$ cat config.mk
export PLATFORM = sky130hd
export DESIGN_NAME = rr_arbiter
export DESIGN_NICKNAME = d
export VERILOG_FILES = /design/src/rtl/rr_arbiter.sv
export SDC_FILE = /design/constraint.sdc
export NUM_CORES = 1
export LEC_CHECK = 0
export ABC_AREA = 0
export CAP_MARGIN = 30
export CORE_ASPECT_RATIO = 0.9
export CORE_UTILIZATION = 51
export DETAILED_ROUTE_END_ITERATION = 16
export GPL_TIMING_DRIVEN = 0
export PLACE_DENSITY = 0.84
export SYNTH_ARGS = -nofsm -noshare
export SYNTH_HDL_FRONTEND = slang
export SYNTH_SLANG_ARGS = --single-unit
export TNS_END_PERCENT = 50
$ cat constraint.sdc
create_clock -name clk -period 5.1 [get_ports clk]
set_input_delay 0.765 -clock clk [delete_from_list [all_inputs] [get_ports clk]]
set_output_delay 0.765 -clock clk [all_outputs]
set_load 0.02 [all_outputs]
$ cat src/rtl/rr_arbiter.sv
// ---------------------------------------------------------------------------
// rr_arbiter
//   N-way request arbiter. It offers round-robin or fixed-priority selection,
//   presents the grant through a valid/ready handshake, and can lock a grant
//   across multi-beat transfers.
//
// Handshake: a grant is presented while gnt_valid=1. It is accepted on a
//   rising edge where gnt_valid=1 and gnt_ready=1. Until it is accepted,
//   gnt_valid, gnt_idx and gnt_onehot hold stable whatever req does.
//
// Ports
//   clk         rising-edge clock
//   rst_n       synchronous active-low reset
//   req[N]      request vector, bit i = requester i
//   rr_en       1 = round-robin from ptr, 0 = lowest index wins
//   lock        on an accept, keep the current holder if it still requests
//   gnt_valid   grant presented; this is also the IDLE/GRANT state
//   gnt_ready   consumer accepts the presented grant
//   gnt_onehot  one-hot grant, zero when idle
//   gnt_idx     encoded grant index, zero when idle
// ---------------------------------------------------------------------------
module rr_arbiter #(
   parameter  int N     = 4,
   localparam int IDX_W = $clog2(N)
) (
   input  logic             clk,
   input  logic             rst_n,
   input  logic [N-1:0]     req,
   input  logic             rr_en,
   input  logic             lock,
   output logic             gnt_valid,
   input  logic             gnt_ready,
   output logic [N-1:0]     gnt_onehot,
   output logic [IDX_W-1:0] gnt_idx
);

   localparam logic [IDX_W-1:0] LAST = IDX_W'(N - 1);
   localparam logic [N-1:0]     ONE  = {{(N-1){1'b0}}, 1'b1};

   logic [IDX_W-1:0] ptr;
   logic [IDX_W-1:0] next_ptr;
   logic [IDX_W-1:0] base;
   logic [IDX_W-1:0] win_idx;
   logic             win_found;
   logic             accept;
   logic             keep;

   // Circular scan of r starting at b. Returns {found, index}.
   function automatic logic [IDX_W:0] arbitrate(input logic [N-1:0]     r,
                                                 input logic [IDX_W-1:0] b);
      logic             found;
      logic [IDX_W-1:0] idx;
      logic [IDX_W-1:0] pos;
      int               j;
      found = 1'b0;
      idx   = '0;
      for (int k = 0; k < N; k++) begin
         j = int'(b) + k;
         if (j >= N) j = j - N;
         pos = IDX_W'(j);
         if (!found && r[pos]) begin
            found = 1'b1;
            idx   = pos;
         end
      end
      return {found, idx};
   endfunction

   always_comb begin
      accept   = gnt_valid & gnt_ready;
      keep     = accept & lock & req[gnt_idx];
      next_ptr = ptr;
      // The just-accepted requester moves to the back of the rotation.
      if (accept && !keep)
         next_ptr = (gnt_idx == LAST) ? '0 : gnt_idx + IDX_W'(1);
      // Fixed priority is a scan that always starts at index 0.
      base = rr_en ? next_ptr : '0;
      {win_found, win_idx} = arbitrate(req, base);
   end

   always_ff @(posedge clk) begin
      if (!rst_n) begin
         ptr        <= '0;
         gnt_valid  <= 1'b0;
         gnt_idx    <= '0;
         gnt_onehot <= '0;
      end else if (!gnt_valid || gnt_ready) begin
         // A locked accept leaves ptr and every output unchanged, which is
         // exactly a re-grant of the same index.
         if (!keep) begin
            ptr        <= next_ptr;
            gnt_valid  <= win_found;
            gnt_idx    <= win_found ? win_idx : '0;
            gnt_onehot <= win_found ? (ONE << win_idx) : '0;
         end
      end
   end

endmodule

Word level (Yosys, flattened, before mapping) --
Cells that the tools add are included.
Storage, ports and cells: register bits 9, latch bits 0, memory bits (writable) 0, bits in read-only memories 0, input port bits 9, logic and storage cells 65, memories kept 0
Operators by class: add/sub/neg operators 8, multiply operators 0, divide/modulo/power cells 0, magnitude comparators 9, eq/ne operators 1, shifts and indexed selects 1, muxes and demuxes 27, bitwise operators 4, reductions and logical operators 11
Operator list (number):
- 2-bit two-way mux | 12
- 2-bit by 3-bit less-than comparator with 1-bit output (second input constant) | 5
- 1-bit binary-select mux with 2-bit select | 5
- 3-bit greater-or-equal comparator (second input constant) | 3
- 1-bit two-way mux | 9
- 2-bit by 1-bit subtractor with 2-bit output (second input constant) | 4
- 2-bit by 2-bit adder with 3-bit output (second input constant) | 2
- 1-bit logical NOT | 5
- 1-bit logical AND | 4
- 4-bit two-way mux | 1
- 1-bit by 2-bit left shift with 4-bit output (first input constant) | 1
- 2-bit by 1-bit adder with 3-bit output (second input constant) | 1
- 1-bit AND | 3
- 2-bit by 3-bit greater-or-equal comparator with 1-bit output (second input constant) | 1
- 2-bit by 1-bit adder with 2-bit output (second input constant) | 1
- 2-bit == test (second input constant) | 1
- 2-bit AND reduction | 1
- 1-bit logical OR | 1
- 1-bit NOT | 1

Logic depth before layout (Yosys ltp) --
depth in word-level cells 23, gate-level depth with buffers 10, depth with buffers taken out 9

Worst setup path before layout --
Ideal clock, no wire load.
path kind input to register, from input req[1], to register gnt_onehot[0], library setup time 116 ps, arrival 2711 ps, slack 2273 ps, cell stages on the path 10, path buffers 2, cell sequence buf_2 -> mux2i_1 -> o221a_1 -> and2_4 -> buf_6 -> mux2i_4 -> mux2_2 -> o211ai_1 -> o21ai_1 -> a31o_2
Between the ends: longest elaborated chain between the ends 23, elaborated cells on any way between the ends 48
Ends and longest elaborated chain:
- start: declaration | line 28 | input logic [N-1:0] req,
- parallel branches: the longest is 23 deep, another holds 2-bit by 1-bit adder with 3-bit output
- end signal: assignment | line 94 | gnt_onehot <= win_found ? (ONE << win_idx) : '0;
- end: declaration | line 33 | output logic [N-1:0] gnt_onehot,
Parallel ways; which one is timed is not known. The select of a mux whose other input is x is not followed. A chain may end at the register's enable or synchronous reset.

Worst setup path after layout --
from input req[0], to register gnt_onehot[0]
Same word-level chain as after synthesis.

==> results_dict.tcl <==
set metrics [dict create \
    status "finished, final reports clean" \
    critPathMostFrequentCell "mux2i_1" \
    syn_area_per_cell_um2 8.95 \
    end_kind "flip-flop" \
    grt_pass1_wl_mm 2.74 \
    htree_levels 1 \
    clkSlewWorstSetupHoldPaths_ns 0.07 \
    p_comb_frac 0.372 \
    cts_resized 0 \
    path_class "input pin to flip-flop" \
    synth_edf_count 0 \
    cp-start-kind "input pin" \
    hold_buffers 0 \
    synth_top_area_share 0.232 \
    vias 708 \
    crit_required_ns 5.27 \
    dp_slack_ns 1.61 \
    synthFlopType "dfxtp_1" \
    ant_nets 0 \
    cp_slowest_cell "clkdlybuf4s50_1" \
    seq_power_share 0.359 \
    placed_cells 113 \
    place.gp.congestion 0.847 \
    instances_no_fill 117 \
    cts_tree "built" \
    clock-skew-final_ns 0.00539 \
    hold_slack_ns 0.470 \
    setup_slack_ns 1.88 \
    slew-limit-headroom 0.703 \
    place.port_buffers 12 \
    p_clk_frac 0.269 \
    synth-seq-area-share 0.232 \
    hold_path.class "flip-flop to flip-flop" \
    synthArstFlopShare 0 \
    worstPathArrival_ns 3.40 \
    crit_fanout 8 \
    cap_violations 0 \
    syn_nets 97 \
    p_int_mw 0.146 \
    p_sw_frac 0.350 \
    gr-total-overflow 0 \
    critical_path.max_stage_delay_ns 0.53 \
    synth_area_um2 778 \
    hold_viol_final 0 \
    cts_buffer_depth 2 \
    drc 0 \
    cts_num_sinks 9 \
    postCtsSetupBuffers 0 \
    clock-root-buffer "clkbuf_4" \
    report.final.slew_viol_count 0 \
    die_y_um 39.1 \
    setup_tns_ns 0 \
    clk_latency_ns 0.28 \
    worst_pin_slew_ns 0.442 \
    wl_per_cell_um 14.8 \
    viasPerCell 6.05 \
    grt_pass1_vias 589 \
    start_util 0.589 \
    yosysTopAreaCell "dfxtp_1" \
    worstPathCellList "clkdlybuf4s50_1, mux2i_1, o221a_1, and2_4, buf_6, mux2i_1, mux2_2, o32ai_1, o21ai_1, a31o_2" \
    synthCells 87 \
    first_pass_iters 4 \
    row_count 12 \
    period_share 0.632 \
    drive_gt1_frac 0.165 \
    hpwlAfterDp_mm 1.29 \
    fp.dieW_um 43.2 \
    io_pins 16 \
    synth_warnings 0 \
    nets 114 \
    netlist_top_cells_area "dfxtp_1 (23%), mux2i_1 (13%), nor2b_1 (6.4%)" \
    post-route-min-period_ns 3.22 \
    clock.fmax_mhz 310 \
    antenna_cells 0 \
    grt_max_degree 11 \
    grt_util_all_layers 0.227 \
    ir_worst_vdd_mv 0.180 \
    die_area_mm2 0.00169 \
    p_sw_mw 0.0790 \
    cts_made_buffers 3 \
    leakagePower_nw 0.355 \
    grt_antenna_before_repair 0 \
    p_per_area_mw_per_mm2 239 \
    ys_seq_elements 9 \
    r2r_slack_ns 2.42 \
    core_mm2 0.00132 \
    area_delta_synth_final_pct 21.1 \
    wl_mm 1.73 \
    rsz0062_at_grt "no" \
    setup_viol 0 \
    synth_cell_types 39 \
    dr.first_iter.drc_count 15 \
]
==> registers in the layout (all words and copies together), names as in the netlist <==
signal      count
gnt_onehot      4
gnt_valid       1
gnt_idx         2
ptr             2
==> worst paths after layout <==
path,cells past startpoint,end,start
max,10,gnt_onehot[0],req[0]
min,2,gnt_onehot[3],gnt_onehot[3]
max reg2reg,9,gnt_onehot[0],gnt_idx[0]
min reg2reg,2,gnt_onehot[3],gnt_onehot[3]
==> stage by stage <==
stage | total power, mW | instance area [um2] | util
after global routing | 0.235 | 942 | 0.713
after CTS | 0.224 | 942 | 0.713
after detailed placement | 0.165 | 916 | 0.693
after floorplan | 0.141 | 778 | -
final | 0.226 | 942 | 0.713
after global placement | 0.163 | 916 | 0.693
==> layout by cell type, fill, tap and decap left out, drive strengths merged <==
master         synthesis  routed
a211o                  2       2
a211oi                 2       2
a21boi                 2       2
a21oi                  1       1
a22oi                  2       2
a31o                   2       2
and2                   1       1
and2b                  1       1
and3                   3       3
buf                    4       4
clkbuf                 2       6
clkdlybuf4s50          0      12
dfxtp                  9       9
ha                     1       1
mux2                   2       2
mux2i                 12      12
mux4                   1       1
nand2                 11      11
nand2b                 1       1
nand3                  3       3
nand3b                 1       1
nor2                   2       2
nor2b                  8       8
nor4                   1       1
o211ai                 3       3
o21a                   1       1
o21ai                  1       1
o221a                  1       1
o31ai                  2       2
o32ai                  1       1
or2                    1       1
or4                    1       1
xor2                   2       2
==> power by group through the flow <==
stage	Clock (mW)	Combinational, mW	Sequential [mW]
after floorplan	0	0.0535	0.0878
after global placement	0	0.0810	0.0823
after detailed placement	0	0.0825	0.0827
after CTS	0.0595	0.0834	0.0810
after global routing	0.0625	0.0910	0.0817
final	0.0607	0.0838	0.0810
==> cell families (layout without fill, tap and decap cells) <==
group / count (synthesis) / count (layout) / share of synthesized area
simple gates: 34 / 34 / 0.243
compound gates: 20 / 20 / 0.212
mux: 15 / 15 / 0.233
flops: 9 / 9 / 0.232
buf+inv: 6 / 22 / 0.0418
xor+xnor: 2 / 2 / 0.0225
fa+ha+maj: 1 / 1 / 0.0161
==> synthesized netlist by cell type, types with 2 or more instances <==
library cell  count
nor2b_1           8
a211oi_1          2
xor2_1            2
dfxtp_1           9
nand2_1          11
buf_2             2
a211o_1           2
clkbuf_1          2
o211ai_1          3
a21boi_0          2
and3_1            3
mux2i_1          10
nand3_1           3
nor2_1            2
mux2_2            2
==> cell type report <==
type	count	area [um2]
Timing Repair Buffer	12	120
Fill cell	114	379
Multi-Input combinational cell	72	566
Tap cell	14	17.5
Sequential cell	9	180
Buffer	6	32.5
Clock buffer	4	26.3
==> critical path, delay by kind of cell <==
kind | cells | cell delay (ns)
mux | 3 | 0.96
compound gates | 4 | 0.86
buf+inv | 2 | 0.67
simple gates | 1 | 0.14
==> routing by layer <==
metal | global-route usage | wire, um | vias to the layer above | part of all wire
li1 | - | - | 358 | -
met3 | 0.0701 | 91 | 4 | 0.053
met5 | 0 | 0 | - | 0
met2 | 0.343 | 776 | 16 | 0.45
met1 | 0.307 | 837 | 330 | 0.48
met4 | 0.0682 | 25 | 0 | 0.014
No activity file was read; power rests on OpenSTA's default activity.
